===== src/rtl/debug_auth_ctrl.sv =====
// Purpose : debug authentication FSM; drives Lock/trusted/debug_mode of the lockable data register.
// Latency : every output is registered and moves one Clk cycle after the input edge that causes it.
// Flow    : no backpressure; key_valid/dbg_exit are single-cycle strobes, dbg_req is a level.
//
// Ports:
//   Clk, resetn            clock and asynchronous active-low reset
//   dbg_req                level, asks for a debug session (IDLE -> WAIT_KEY)
//   key_valid, key_in      strobe + 16-bit key candidate
//   dbg_exit               strobe, closes a session or abandons key entry
//   lock_req               software request to set the sticky Lock
//   Lock                   sticky lock, cleared only by reset
//   trusted, debug_mode    high only while an authenticated session is open
//   auth_fail              one-cycle pulse per wrong key
//   lockout_active         high while the lockout timer runs
//   fail_cnt               consecutive wrong key count
module debug_auth_ctrl #(
  parameter logic [15:0] KEY            = 16'hA5C3,
  parameter int unsigned MAX_ATTEMPTS   = 3,
  parameter int unsigned LOCKOUT_CYCLES = 1024,
  parameter int unsigned SESSION_CYCLES = 4096
) (
  input  logic        Clk,
  input  logic        resetn,
  input  logic        dbg_req,
  input  logic        key_valid,
  input  logic [15:0] key_in,
  input  logic        dbg_exit,
  input  logic        lock_req,
  output logic        Lock,
  output logic        trusted,
  output logic        debug_mode,
  output logic        auth_fail,
  output logic        lockout_active,
  output logic [3:0]  fail_cnt
);

  // One down-counter serves both the session and the lockout timers, as the
  // two states are mutually exclusive.
  localparam int unsigned CNT_MAX = (LOCKOUT_CYCLES > SESSION_CYCLES) ? LOCKOUT_CYCLES
                                                                      : SESSION_CYCLES;
  localparam int unsigned CW      = $clog2(CNT_MAX);
  localparam logic [CW-1:0] SESS_LOAD = CW'(SESSION_CYCLES - 1);
  localparam logic [CW-1:0] LOCK_LOAD = CW'(LOCKOUT_CYCLES - 1);
  localparam logic [3:0]    MAX_CNT   = 4'(MAX_ATTEMPTS);

  typedef enum logic [1:0] {
    ST_IDLE,
    ST_WAIT_KEY,
    ST_SESSION,
    ST_LOCKOUT
  } state_t;

  state_t          r_state;
  logic [CW-1:0]   r_cnt;
  logic [3:0]      r_fail_cnt;
  logic            r_lock;
  logic            r_session;
  logic            r_auth_fail;
  logic            r_lockout;

  state_t          w_state_nxt;
  logic [CW-1:0]   w_cnt_nxt;
  logic [3:0]      w_fail_nxt;
  logic [3:0]      w_fail_inc;
  logic            w_lock_nxt;
  logic            w_auth_fail_nxt;

  always_ff @(posedge Clk or negedge resetn) begin
    if (!resetn) begin
      r_state     <= ST_IDLE;
      r_cnt       <= '0;
      r_fail_cnt  <= '0;
      r_lock      <= 1'b0;
      r_session   <= 1'b0;
      r_auth_fail <= 1'b0;
      r_lockout   <= 1'b0;
    end else begin
      r_state     <= w_state_nxt;
      r_cnt       <= w_cnt_nxt;
      r_fail_cnt  <= w_fail_nxt;
      r_lock      <= w_lock_nxt;
      // Status flags are decoded from the next state so they are flop outputs
      // that line up exactly with the state they describe.
      r_session   <= (w_state_nxt == ST_SESSION);
      r_lockout   <= (w_state_nxt == ST_LOCKOUT);
      r_auth_fail <= w_auth_fail_nxt;
    end
  end

  always_comb begin
    w_state_nxt     = r_state;
    w_cnt_nxt       = r_cnt;
    w_fail_nxt      = r_fail_cnt;
    w_auth_fail_nxt = 1'b0;
    w_lock_nxt      = r_lock | lock_req;
    // Saturating increment; the FSM leaves WAIT_KEY at MAX_CNT anyway.
    w_fail_inc      = (r_fail_cnt < MAX_CNT) ? (r_fail_cnt + 4'd1) : r_fail_cnt;

    case (r_state)
      ST_IDLE: begin
        if (dbg_req) begin
          w_state_nxt = ST_WAIT_KEY;
        end
      end

      ST_WAIT_KEY: begin
        // Abort wins over a key presented in the same cycle.
        if (dbg_exit) begin
          w_state_nxt = ST_IDLE;
        end else if (key_valid) begin
          if (key_in == KEY) begin
            w_state_nxt = ST_SESSION;
            w_cnt_nxt   = SESS_LOAD;
            w_fail_nxt  = 4'd0;
          end else begin
            w_auth_fail_nxt = 1'b1;
            w_fail_nxt      = w_fail_inc;
            if (w_fail_inc == MAX_CNT) begin
              w_state_nxt = ST_LOCKOUT;
              w_cnt_nxt   = LOCK_LOAD;
              w_lock_nxt  = 1'b1;
            end
          end
        end
      end

      ST_SESSION: begin
        // Exit strobe and timer expiry collapse into one return to IDLE.
        if (dbg_exit || (r_cnt == '0)) begin
          w_state_nxt = ST_IDLE;
        end else begin
          w_cnt_nxt = r_cnt - CW'(1);
        end
      end

      ST_LOCKOUT: begin
        if (r_cnt == '0) begin
          w_state_nxt = ST_IDLE;
          w_fail_nxt  = 4'd0;
        end else begin
          w_cnt_nxt = r_cnt - CW'(1);
        end
      end

      default: begin
        w_state_nxt = ST_IDLE;
      end
    endcase
  end

  assign Lock           = r_lock;
  assign trusted        = r_session;
  assign debug_mode     = r_session;
  assign auth_fail      = r_auth_fail;
  assign lockout_active = r_lockout;
  assign fail_cnt       = r_fail_cnt;

endmodule


===== config.mk =====
export PLATFORM = sky130hd
export DESIGN_NAME = debug_auth_ctrl
export DESIGN_NICKNAME = d
export VERILOG_FILES = /design/src/rtl/debug_auth_ctrl.sv
export SDC_FILE = /design/constraint.sdc
export NUM_CORES = 1
export LEC_CHECK = 0
export ABC_AREA = 1
export BUFFER_PORTS_ARGS = -buffer_cell sky130_fd_sc_hd__buf_2
export CELL_PAD_IN_SITES_DETAIL_PLACEMENT = 2
export CELL_PAD_IN_SITES_GLOBAL_PLACEMENT = 2
export CORE_ASPECT_RATIO = 0.9
export CORE_MARGIN = 2
export CORE_UTILIZATION = 33
export CTS_BUF_LIST = sky130_fd_sc_hd__clkbuf_8
export CTS_CLUSTER_DIAMETER = 30
export DETAILED_ROUTE_END_ITERATION = 8
export PLACE_DENSITY = 0.88
export RECOVER_POWER = 25
export SYNTH_ARGS = -nofsm -noshare
export SYNTH_HDL_FRONTEND = slang
export SYNTH_SLANG_ARGS = --single-unit

===== constraint.sdc =====
create_clock -name Clk -period 4.4 [get_ports Clk]
set_clock_uncertainty 0.1 [all_clocks]
set_input_delay 0 -clock Clk [delete_from_list [all_inputs] [get_ports Clk]]
set_output_delay 0 -clock Clk [all_outputs]
set_load 0.01 [all_outputs]

-- Yosys cells after proc, flatten, opt, wreduce, memory -nomap -nowiden
Index checks and enable logic that the tools add are counted.
- flip-flop bits (word level): 22
- input port bits: 22
- output and inout bits: 9
- logic and storage cells: 61
- $add $sub $neg: 2
- $lt $le $gt $ge: 1
- eq/ne operators: 13
- multiplexer cells: 30
- bitwise operators: 1
- reduce and logical (&&, ||, !) cells: 7
- operators with widths (cell ; number):
    12-bit two-way mux ; 6
    12-bit case mux with 3 select lines ; 1
    4-bit two-way mux ; 5
    16-bit equality test (second input constant) ; 1
    2-bit two-way mux ; 7
    12-bit zero test ; 1
    12-bit by 1-bit subtractor with 12-bit output (second input constant) ; 1
    2-bit inequality test (second input constant) ; 5
    1-bit two-way mux ; 9
    2-bit equality test (second input constant) ; 4
    2-bit case mux with 4 select lines ; 1
    4-bit case mux with 2 select lines ; 1
    6-bit AND reduction ; 1
    4-bit by 1-bit adder with 4-bit output (second input constant) ; 1
    4-bit by 2-bit equality test with 1-bit output (second input constant) ; 1
    4-bit by 2-bit less-than comparator with 1-bit output (second input constant) ; 1
    4-bit AND reduction ; 1
    3-bit inequality test (second input constant) ; 1
    3-bit nonzero test ; 1
    2-bit by 1-bit equality test with 1-bit output (second input constant) ; 1
    2-bit zero test ; 1
    2-bit nonzero test ; 1
    1-bit logical OR ; 1
    1-bit OR ; 1

-- Longest topological paths before layout
- depth in word-level cells: 9
- gate-level depth with buffers: 12
- mapped depth without buffers: 11

-- Worst setup path after synthesis
No wires, ideal clock.
- path type: register -> register
- start point: register r_fail_cnt[0], in the netlist fail_cnt[0]
- end point: register r_cnt[3]
- setup time: 0.116 ns
- arrival time: 1.392 ns
- data required time: 4.184 ns
- path slack: 2.792 ns
- cell stages (with the launch flop): 13
- buffers on the path: 1
- clock period less this slack: 1.608 ns
- cells stage by stage: dfrtp_1 > ha_1 > inv_1 > nand2_1 > nand2_1 > nand2_1 > nand3_2 > nand2_2 > nand2_4 > nand2_4 > buf_6 > nand2_2 > nand2_1
- cells in the longest elaborated chain, start to end: 5
- elaborated cells on any way between the ends: 6
- classes of those cells: add/sub (1); order compare (1); eq/ne (2); mux (1); reduce/logical (1)
- ends and longest elaborated chain (item ; line ; text):
    from (decl) ; 55 ; logic [3:0] r_fail_cnt;
    from (signal assigned) ; 80 ; r_fail_cnt <= w_fail_nxt;
    4-bit by 1-bit adder with 4-bit output or 4-bit by 2-bit less-than comparator with 1-bit output (tied branches) ; 97 ; w_fail_inc = (r_fail_cnt < MAX_CNT) ? (r_fail_cnt + 4'd1) : r_fail_cnt;
    4-bit two-way mux (*) ; 97 ;
    4-bit by 2-bit equality test with 1-bit output (*) ; 118 ; if (w_fail_inc == MAX_CNT) begin
    3-bit inequality test (no source line) (*) ; - ;
    6-bit AND reduction (no source line) (*) ; - ;
    to (signal assigned) ; 79 ; r_cnt <= w_cnt_nxt;
    to (decl) ; 54 ; logic [CW-1:0] r_cnt;
Mark *: on every way between the ends. The rest lies on a longest branch, timed or not.
A chain may end at the register's enable or synchronous reset.

-- Worst setup path in the final report
- start point: register r_cnt[0]
- end point: register r_lockout, in the netlist lockout_active
- cells in the longest elaborated chain, start to end: 5
- elaborated cells on any way between the ends: 6
- classes of those cells: eq/ne (1); mux (3); reduce/logical (2)
- ends and longest elaborated chain (item ; line ; text):
    12-bit zero test (*) ; 129, 137 ;
    1-bit logical OR ; 129 ; if (dbg_exit || (r_cnt == '0)) begin
    2-bit two-way mux ; 129 ;
    2-bit case mux with 4 select lines (*) ; 99 ; case (r_state)
    2-bit equality test (*) ; 85 ; r_lockout <= (w_state_nxt == ST_LOCKOUT);
    to (signal assigned) ; 85 ;
    to (decl) ; 59 ; logic r_lockout;
Marked as above.

==> reports/qor.csv <==
stage;metric;value;unit
outcome;status;complete, no violations;
logic_synthesis;yosysSeqAreaShare;37.3;%
clock_network;cts_sinks;22;
global_routing;grt_max_degree;23;
logic_synthesis;synth_nets;231;
clock_network;path_clk_slew;80;ps
place;gp_congestion;0.721;
global_routing;antenna_found_initial;0;
logic_synthesis;synth_cells;207;
die;core_region_area;4370;sq um
clock_network;cts_htree_levels;1;
global_routing;grt_first_pass_wirelength;7.87;mm
clock_network;numCtsBuffers;3;
place;port_buffers;30;
critical_path;crit_type;reg2reg;
critical_path;crit_path_max_incr_delay;400;ps
timing;min_period;2010;ps
timing;tns;0;ps
detailed_routing;routedWlPerCell;15.2;microns
critical_path;end_kind;flop;
detailed_routing;dr.first_iter.drc_count;49;
timing;rsz0062_at_grt;no;
global_routing;gr-total-overflow;0;
logic_synthesis;post_synth_num_cell_types;24;
detailed_routing;ant_nets;0;
critical_path;cp_max_fo;15;
clock_network;cts-root-buf;clkbuf_8;
global_routing;grt_pass1_vias;1606;
detailed_routing;first_pass_iters;4;
logic_synthesis;syn_area_per_cell;7.14;sq um
cells_and_area;area_growth;16.2;%
timing;fmax;0.496;GHz
clock_network;clk_latency;270;ps
clock_network;cts_tree;done;
power_and_ir_drop;peakVddDrop;0.103;mV
critical_path;cp-start-kind;flop;
cells_and_area;fin_util;39.2;%
power_and_ir_drop;p_leak;0.934;nW
global_routing;track_usage;21.1;%
detailed_routing;route.detailed.drc;0;
die;initial_core_util;33.8;%
critical_path;crit_chain;inv_1 > ha_1 > nand2_2 > nor2_4 > nand2_2 > o211ai_4 > nand2_4 > and2_2;
job;maxCapViolations;0;
place;dp_cells;293;
cells_and_area;fin_cells;299;
die;fp.dieW;74.5;microns
clock_network;cts_buffer_depth;2;
logic_synthesis;synth-seq-cells;22;
timing;setup_viol;0;
detailed_routing;viasPerCell;4.75;
cells_and_area;drive_gt1_share;25.7;%
place;hpwl;3.31;mm
place;postPlaceCellArea;1650;sq um
critical_path;required;4460;ps
cells_and_area;antenna_cells;0;
critical_path;cp_top_family;simple AND/OR/NAND/NOR gates;
power_and_ir_drop;power_density;350;nW/um^2
logic_synthesis;syn_area;1480;sq um
timing;tightest_slew;1220;ps
cells_and_area;fillers;542;
detailed_routing;dr_total_vias;1420;
timing;slew_viol_final;0;
cells_and_area;nNetsFinal;263;
die;ios;31;
clock_network;cts_setup_buffers;0;
timing;relSlewSlack;18.8;%
critical_path;crit_slowest_cell;dfrtp_1;
timing;finalHoldViolCount;0;
cells_and_area;final_cell_area;1720;sq um
critical_path;cp_num_buf_inv;1;
die;rows;23;
die;dieArea;5030;sq um
critical_path;cp.arrival;2080;ps
logic_synthesis;yosysWarnings;0;
timing;timing.final.crit_share;45.8;%
detailed_routing;finalWirelength;4.55;mm
die;die_h;67.5;microns
min_path;hold_path.class;in2reg;
critical_path;cp_common_cell;nand2_2;
==> through the flow <==
stage | setup slack (ps) | power (W) | hold WS (ps)
after floorplan | 2790 | 0.000406 | -396
after global placement | 2520 | 0.000454 | -97.4
after detailed placement | 2430 | 0.000470 | -90.5
after CTS | 2370 | 0.000606 | 62.5
after global routing | 2240 | 0.000650 | 118
final | 2390 | 0.000601 | 55.9
==> path summary, 6_finish.rpt <==
| path | endpoint | slack, ps | startpoint | cells past startpoint |
|---|---|---|---|---|
| setup / recovery | lockout_active$_DFF_PN0_ | 2390 | r_cnt[0]$_DFFE_PN0P_ | 8 |
| hold / removal | r_state[0]$_DFF_PN0_ | 60 | key_valid | 4 |
| setup reg to reg | lockout_active$_DFF_PN0_ | 2390 | r_cnt[0]$_DFFE_PN0P_ | 8 |
| hold reg to reg | r_cnt[1]$_DFFE_PN0P_ | 410 | r_cnt[1]$_DFFE_PN0P_ | 2 |
| max in group asynchronous | r_cnt[8]$_DFFE_PN0P_ | 3070 | resetn | 2 |
| min in group asynchronous | debug_mode$_DFF_PN0_ | 400 | resetn | 2 |
==> final cells by class <==
class	instances	area (sq um)	area share (%)
clock buffers	3	41.3	2.41
inverters	31	116	6.78
multi-input cells	148	752	43.8
flip-flops and latches	22	551	32.1
well taps	62	77.6	4.52
repair buffers	33	179	10.4
==> what timing repair did <==
| item | in CTS | in global routing |
|---|---|---|
| endpoints found under the hold margin | 24 | 0 |
| endpoints found under the setup margin | 0 | 0 |
| hold buffers | 3 | 0 |
| resized for setup | 0 | 0 |
==> worst min-delay path: stages <==
cell	delay (ps)
buf_2	90
nor2_1	40
nand2_1	50
nand4_1	160
==> where the power goes <==
part           leakage (nW)  internal [W]  switching, W
Combinational         0.634     0.0000763      0.000132
Sequential            0.279      0.000229     0.0000360
Clock                0.0216     0.0000613     0.0000655
Total                 0.934      0.000367      0.000234
==> registers in the layout, indices dropped and copies added, names as in the netlist <==
name            cells
Lock                1
auth_fail           1
debug_mode          1
fail_cnt            4
lockout_active      1
r_cnt              12
r_state             2
==> cells in the mapped netlist <==
library cell | number | area [sq um]
ha_1 | 2 | 25.0
buf_4 | 1 | 7.51
buf_6 | 3 | 33.8
o21ai_0 | 3 | 15.0
inv_1 | 30 | 113
or2_2 | 4 | 25.0
nand3_2 | 1 | 10.0
and2_2 | 1 | 7.51
nand3_1 | 33 | 165
o211ai_4 | 1 | 21.3
dfrtp_1 | 22 | 551
dlymetal6s4s_1 | 1 | 12.5
nand2_2 | 13 | 81.3
nand2_1 | 54 | 203
nand4_1 | 3 | 18.8
nor2_4 | 3 | 33.8
inv_2 | 1 | 3.75
nand3b_1 | 2 | 15.0
or2_1 | 1 | 6.26
nor3_1 | 1 | 5.00
nor2_1 | 21 | 78.8
nor2_2 | 3 | 18.8
clkbuf_2 | 1 | 5.00
nand2_4 | 2 | 22.5
==> layer usage <==
layer | global-route usage (%) | wire length [microns] | up-vias
met5 | 0 | 0 | -
met4 | 6.92 | 78 | 0
met3 | 2.39 | 67 | 8
met2 | 37.9 | 2330 | 16
met1 | 26.1 | 2070 | 696
li1 | - | - | 700
==> layout by cell type, fill, tap and decap left out <==
cell	instances
nand4_1	3
o211ai_4	1
o21ai_0	3
ha_1	2
and2_2	1
nand3b_1	2
nand2_4	2
dlygate4sd3_1	3
or2_1	1
or2_2	4
nand2_2	13
nor2_2	3
nor2_1	21
inv_2	1
nand2_1	54
dfrtp_1	22
nor2_4	3
nor3_1	1
clkbuf_8	3
nand3_1	33
inv_1	30
buf_2	29
nand3_2	1
clkbuf_1	1
==> cell families (layout without fill, tap and decap cells) <==
logic type / count (synthesis) / after routing / synth area share (%)
AND/OR/NAND/NOR: 142 / 142 / 46.7
AO/OA/AOI/OAI: 4 / 4 / 2.46
adder cells (fa/ha/maj): 2 / 2 / 1.69
buffers and inverters: 37 / 67 / 11.9
flip-flops: 22 / 22 / 37.3
(Power assumes the default switching activity.)
